### src/rtl/product_accumulator.sv
// product_accumulator: sums frames of COUNT unsigned products; presents each total over valid/ready.
// Define PRODUCT_ACC_SAT_EN to clamp the accumulator on overflow instead of wrapping.
module product_accumulator #(
  parameter int PROD_W = 4,
  parameter int ACC_W  = 8,
  parameter int COUNT  = 4
) (
  input  logic              clk,
  input  logic              rst_n,
  input  logic              clear,
  input  logic              in_valid,
  output logic              in_ready,
  input  logic [PROD_W-1:0] in_prod,
  output logic              out_valid,
  input  logic              out_ready,
  output logic [ACC_W-1:0]  out_sum,
  output logic              out_ovf
);
  localparam int CW = $clog2(COUNT + 1);
  typedef enum logic {ACCUM, HOLD} state_t;
  state_t           state;
  logic [ACC_W-1:0] acc, acc_next;
  logic [ACC_W:0]   wide;
  logic [CW-1:0]    cnt;
  logic             sticky, carry, last;
  always_comb begin
    wide = {1'b0, acc} + {{(ACC_W + 1 - PROD_W){1'b0}}, in_prod};
    carry = wide[ACC_W];
`ifdef PRODUCT_ACC_SAT_EN
    acc_next = carry ? {ACC_W{1'b1}} : wide[ACC_W-1:0];
`else
    acc_next = wide[ACC_W-1:0];
`endif
    last = cnt == CW'(COUNT - 1);
  end
  assign in_ready = state == ACCUM;
  // clear outranks every handshake; out_sum/out_ovf deliberately survive it
  always_ff @(posedge clk or negedge rst_n) begin
    if (!rst_n) begin
      state     <= ACCUM;
      acc       <= '0;
      cnt       <= '0;
      sticky    <= 1'b0;
      out_valid <= 1'b0;
      out_sum   <= '0;
      out_ovf   <= 1'b0;
    end else if (clear || (state == HOLD && out_ready)) begin
      state     <= ACCUM;
      acc       <= '0;
      cnt       <= '0;
      sticky    <= 1'b0;
      out_valid <= 1'b0;
    end else if (state == ACCUM && in_valid) begin
      acc    <= acc_next;
      sticky <= sticky | carry;
      cnt    <= cnt + CW'(1);
      if (last) begin
        out_sum   <= acc_next;
        out_ovf   <= sticky | carry;
        out_valid <= 1'b1;
        state     <= HOLD;
      end
    end
  end
endmodule

### config.mk
export PLATFORM = sky130hd
export DESIGN_NAME = product_accumulator
export DESIGN_NICKNAME = d
export VERILOG_FILES = /design/src/rtl/product_accumulator.sv
export SDC_FILE = /design/constraint.sdc
export NUM_CORES = 1
export LEC_CHECK = 0
export ABC_AREA = 1
export BUFFER_PORTS_ARGS = -buffer_cell sky130_fd_sc_hd__buf_4
export CAP_MARGIN = 10
export CORE_MARGIN = 8
export CORE_UTILIZATION = 46
export CTS_BUF_LIST = sky130_fd_sc_hd__clkbuf_2 sky130_fd_sc_hd__clkbuf_4 sky130_fd_sc_hd__clkbuf_8
export CTS_CLUSTER_DIAMETER = 30
export CTS_CLUSTER_SIZE = 12
export DETAILED_ROUTE_END_ITERATION = 12
export PLACE_DENSITY = 0.77
export SLEW_MARGIN = 20
export SYNTH_ARGS = -nofsm -noshare
export SYNTH_HDL_FRONTEND = slang
export SYNTH_SLANG_ARGS = --single-unit
### constraint.sdc
create_clock -name clk -period 1.7 [get_ports clk]
set_clock_uncertainty 0.2 [all_clocks]
set_input_delay 0.085 -clock clk [delete_from_list [all_inputs] [get_ports clk]]
set_output_delay 0.085 -clock clk [all_outputs]
set_load 0.05 [all_outputs]
Word level (Yosys, flattened, before mapping)
Index checks and enable logic that the tools add are counted.
- output and inout port bits: 11
- bits in registers: 22
- word-level logic and storage cells: 28
- input port bits: 9
- multiplexer cells: 9
- reductions and logical operators: 7
- equal/unequal tests: 1
- $add $sub $neg: 2
- bitwise operators: 3
- operator list (cell ; number):
    8-bit 2-to-1 mux ; 2
    8-bit by 4-bit adder with 9-bit output ; 1
    3-bit 2-to-1 mux ; 2
    1-bit 2-to-1 mux ; 5
    2-bit nonzero test ; 2
    3-bit by 1-bit adder with 3-bit output, second input constant ; 1
    3-bit by 2-bit == test with 1-bit output, second input constant ; 1
    3-bit AND reduction ; 1
    1-bit logical AND ; 2
    1-bit inverter ; 2
    2-bit AND reduction ; 1
    1-bit logical OR ; 1
    1-bit bitwise OR ; 1

Depth between registers and ports, before layout
- depth in word-level cells: 4
- mapped depth: 9
- mapped depth without buffers: 9

Least setup slack after synthesis
No wires, ideal clock.
- path type: register -> register
- start: reg state
- end: reg out_sum[2]
- data arrival time: 1462 ps
- buffers on the path: 1
- data required time: 1373 ps
- stages on the path, launching flop included: 8
- setup time: 127 ps
- path slack: -89 ps
- period minus slack after synthesis: 1789 ps
- cell sequence: dfrtp_1 > inv_2 > nand2_4 > nor2_8 > nand2_4 > buf_6 > nand2_1 > o21ai_0
- elaborated cells on any way between the ends: 6
- classes of those cells: 2 x bitwise; 4 x reduce/logical
- RTL lines (element ; RTL line ; source):
    start: declaration ; 21 ; state_t state;
    start signal: assignment ; 40 ; state <= ACCUM;
    start signal: assignment ; 48 ; state <= ACCUM;
    start signal: assignment ; 61 ; state <= HOLD;
    1-bit inverter ; - ;
    via in_ready ; 12 ; output logic in_ready,
    1-bit logical AND ; 53 ; end else if (state == ACCUM && in_valid) begin
    3-bit AND reduction (no line) ; - ;
    end signal: assignment ; 58 ; out_sum <= acc_next;
    end: declaration ; 16 ; output logic [ACC_W-1:0] out_sum,
The timed path passes the listed nets, and every way through them passes these cells.
A chain may end at the register's enable or synchronous reset.

Final worst setup path
- start: reg acc[0]
- end: reg out_sum[2]
- longest elaborated chain between the ends: 1
- ends and longest elaborated chain (element ; RTL line ; source):
    start: declaration ; 22 ; logic [ACC_W-1:0] acc, acc_next;
    start signal: assignment ; 54 ; acc <= acc_next;
    8-bit by 4-bit adder with 9-bit output ; 27 ; wide = {1'b0, acc} + {{(ACC_W + 1 - PROD_W){1'b0}}, in_prod};
No other way between the ends.

==> metrics.md <==
| Metric | Value |
|---|---|
| Initial core utilization | ~48% |
| Uppermost layer routed | met4 |
| Max-slew headroom | 81.22% |
| Post-route cell area | ~1500 µm² |
| Seq/Total Area, Yosys | a little under half |
| Worst hold start | in_prod[0] |
| Violations in the final reports | negative hold slack, negative setup slack |
| Fill count | between 200 and 250 |
| Total Power | approximately 1.4 mW |
| Clk sink count | 22 |
| DR iter-0 viols | 31 |
| Max-slew violations | 0 |
| Buffers on Ports | 19 |
| Core footprint | 2432 µm² |
| Post-Route WL | between 2000 and 3000 µm |
| Critical path class | register to register |
| Clk_lat worst skew | 0.31 ns |
| Async set-reset flop share out of synthesis | between 90% and 100% |
| PD cells | 921.0 nW/µm² |
| Clk buf depth | 2 |
| Met3 wire len | between 100 and 150 µm |
| Depth of the worst register-to-register path | 7 |
| Clock root buffer | clkbuf_4 |
| GRT Resource Usage Total | 13.41% |
| First-pass GRT wire length | about 4700 µm |
| Routed len/inst | 13.57 µm |
| Final Setup Violations | 6 |
| F_max | roughly 570 MHz |
| CTS buffer count | 3 |
| Die width | ~66 µm |
| Critical path, cell by cell | ha_2 -> inv_2 -> fa_2 -> buf_4 -> xnor2_4 -> inv_2 -> o21ai_1 |
| Final Cycle Share | 103.4% |
| Synthesis-stage register bit count | 22 |
| Max Cap Viol | 0 |
| Unrepaired setup endpoints after global routing | true |
| Crit path required time | about 1.8 ns |
| Final worst slack | -0.05709 ns |
| CP Buf/Inv Count | 3 |
| Die ar. | roughly 4400 µm² |
| Path category of the worst min-delay check | input port to register |
| Met2 WL post-DR | roughly 1400 µm |
| Worst endpoint data arrival time | around 1.8 ns |
| Synth Area per Inst | approximately 8.4 µm² |
| Initial antenna violation count | 0 |
| Largest stage delay, worst path | 0.38 ns |
| Netlist cell types | 25 |
| Status | complete, but fails checks |
| DRT antenna net count | 0 |
| Critical-path top delay cell | dfrtp_1 |
| Main synth FF type | dfrtp_1 |
| Worst-margin pin slew | about 0.28 ns |
| Number of cells on the critical path | 7 |
| Worst hold slack | -0.01079 ns |
| Crit-path most repeated cell | inv_2 |
| CTS tree | built |
| CP max FO | 2 |
| Critical Path Start | acc[0] |
| Area of placed instances | between 1000 and 1500 µm² |
| Gate Count Post-Synth | 139 |
| Die height | between 60 and 70 µm |
| Number of synthesized flops with an enable pin | 0 |
| I/O pin total | 20 |
| Ant. Diodes | 0 |
| Worst-path clk slew | approximately 0.13 ns |
| Area growth syn-to-layout | 32.55% |
| H-tree depth | 1 |
| CP startpoint kind | register |
| Crit path max-delay family | adder cells |
| GRT overflow | 0 |
| Vias in the first global route | around 1100 |
| Worst vdd ir | between 700 and 800 µV |
| Post-route DRC | 0 |
| Final std cells w/o fill | between 200 and 250 |
| Vias/cell | a little under 5 |
| Pre-antenna DRT Iters | 4 |
| Vias | approximately 1000 |
| Cells after DPL | approximately 190 |
| Post-Syn Area | around 1200 µm² |
| Share of cells above drive strength 1 | between 30% and 40% |
| Leakage | a little over 0.8 nW |
| RePlAce Congestion | between 0.8 and 0.9 |
| RR Startpoint | acc[0] |
| Num rows | 18 |
| Pre-CTS WS | -0.1005 ns |
| Hold Vio Cnt, Final | 1 |
| Synth Net Count | 155 |
| Final HPWL DP | slightly below 2000 µm |
| Largest net degree at the start of global routing | 23 |
| Met1 wire length | about 1200 µm |
| Final nets | 190 |
| Hold depth | 4 |
| Final min period | approximately 1.8 ns |
| CP endpoint kind | register |
| YS warnings | 0 |
## cell usage after synthesis (2+ instances only)
master   number  area [µm²]
o21ai_0       5       25.02
nor2_1        5       18.77
inv_1        15       56.30
dfrtp_1      22       550.5
nand3_1      11       55.05
o22ai_1       2       12.51
or2_2         2       12.51
ha_1          6       75.07
nand2_4       2       22.52
a21oi_1       3       15.01
nand2_1      51       191.4
o21ai_1       2       10.01
## power by group
| part | leakage (nW) | total [mW] | internal, mW | switching [mW] |
|---|---|---|---|---|
| combinational | 0.513 | 0.506 | 0.187 | 0.320 |
| clock | 0.0210 | 0.293 | 0.131 | 0.163 |
| sequential | 0.295 | 0.622 | 0.583 | 0.0397 |
| total | 0.829 | 1.42 | 0.900 | 0.522 |
## final timing paths
path                            slack (ns)         end
worst min register to register        0.29  out_sum[3]
min in group asynchronous             0.52      acc[3]
max in group asynchronous             0.53       state
worst min-delay path                 -0.01  out_sum[0]
worst max-delay path                 -0.06  out_sum[2]
worst max register to register       -0.06  out_sum[2]
## logic make-up after synthesis
logic type / count (synthesis) / share of synthesized area, %
simple gates: 74 / 28.46
flops: 22 / 47.26
buf+inv: 18 / 6.551
compound gates: 16 / 8.056
fa+ha+maj: 7 / 8.163
xor+xnor: 2 / 1.504
## registers in the layout, summed over array words and instances (netlist names)
register,flops
acc,8
cnt,3
out_ovf,1
out_sum,8
state,1
sticky,1
## layout make-up
cell class / count / area [µm²] / share of cell area (%)
Clock buffer: 4 / 36.28 / 2.350
Inverter: 17 / 67.56 / 4.376
Multi-Input combinational cell: 99 / 605.6 / 39.22
Sequential cell: 22 / 551.8 / 35.74
Tap cell: 30 / 37.54 / 2.431
Timing Repair Buffer: 31 / 245.2 / 15.88
## per-stage QoR
stage	TNS, ns	util [%]
2_1_floorplan	0	-
3_3_place_gp	-0.08795	56.22
3_5_place_dp	-0.4964	56.22
4_1_cts	-0.2544	61.11
5_1_grt	-0.8464	63.48
6_report	-0.1609	63.48
## layout by cell type (no fill, tap or decap), types with 2 or more instances in the layout
cell / n
a21oi_1: 2
a21oi_2: 2
buf_4: 26
clkbuf_4: 3
dfrtp_1: 21
dlygate4sd3_1: 5
ha_1: 4
inv_1: 13
inv_2: 2
nand2_1: 48
nand2_2: 3
nand2_4: 2
nand3_1: 9
nand3_2: 2
nor2_1: 5
o21ai_0: 4
o21ai_1: 3
o22ai_1: 2
## tightest hold or removal path: stages
cell and delay [ns]:
buf_4 0.08, ha_2 0.14, inv_1 0.04, o21ai_1 0.12
## layer usage
| metal | global-route usage, % | vias to the layer above |
|---|---|---|
| met1 | 16.27 | 460 |
| met4 | 3.467 | 0 |
| met3 | 3.220 | 5 |
| met5 | 0 | - |
| met2 | 23.04 | 29 |
| li1 | - | 512 |
## what timing repair did
item / CTS / global route
setup endpoints to repair: 9 / 14
pin swaps: 2 / 4
setup buffers: 1 / 2
gates resized for setup: 5 / 11
hold buffers: 5 / 0
hold endpoints to repair: 35 / 0
Note: power is estimated with default switching activity, not from simulation.
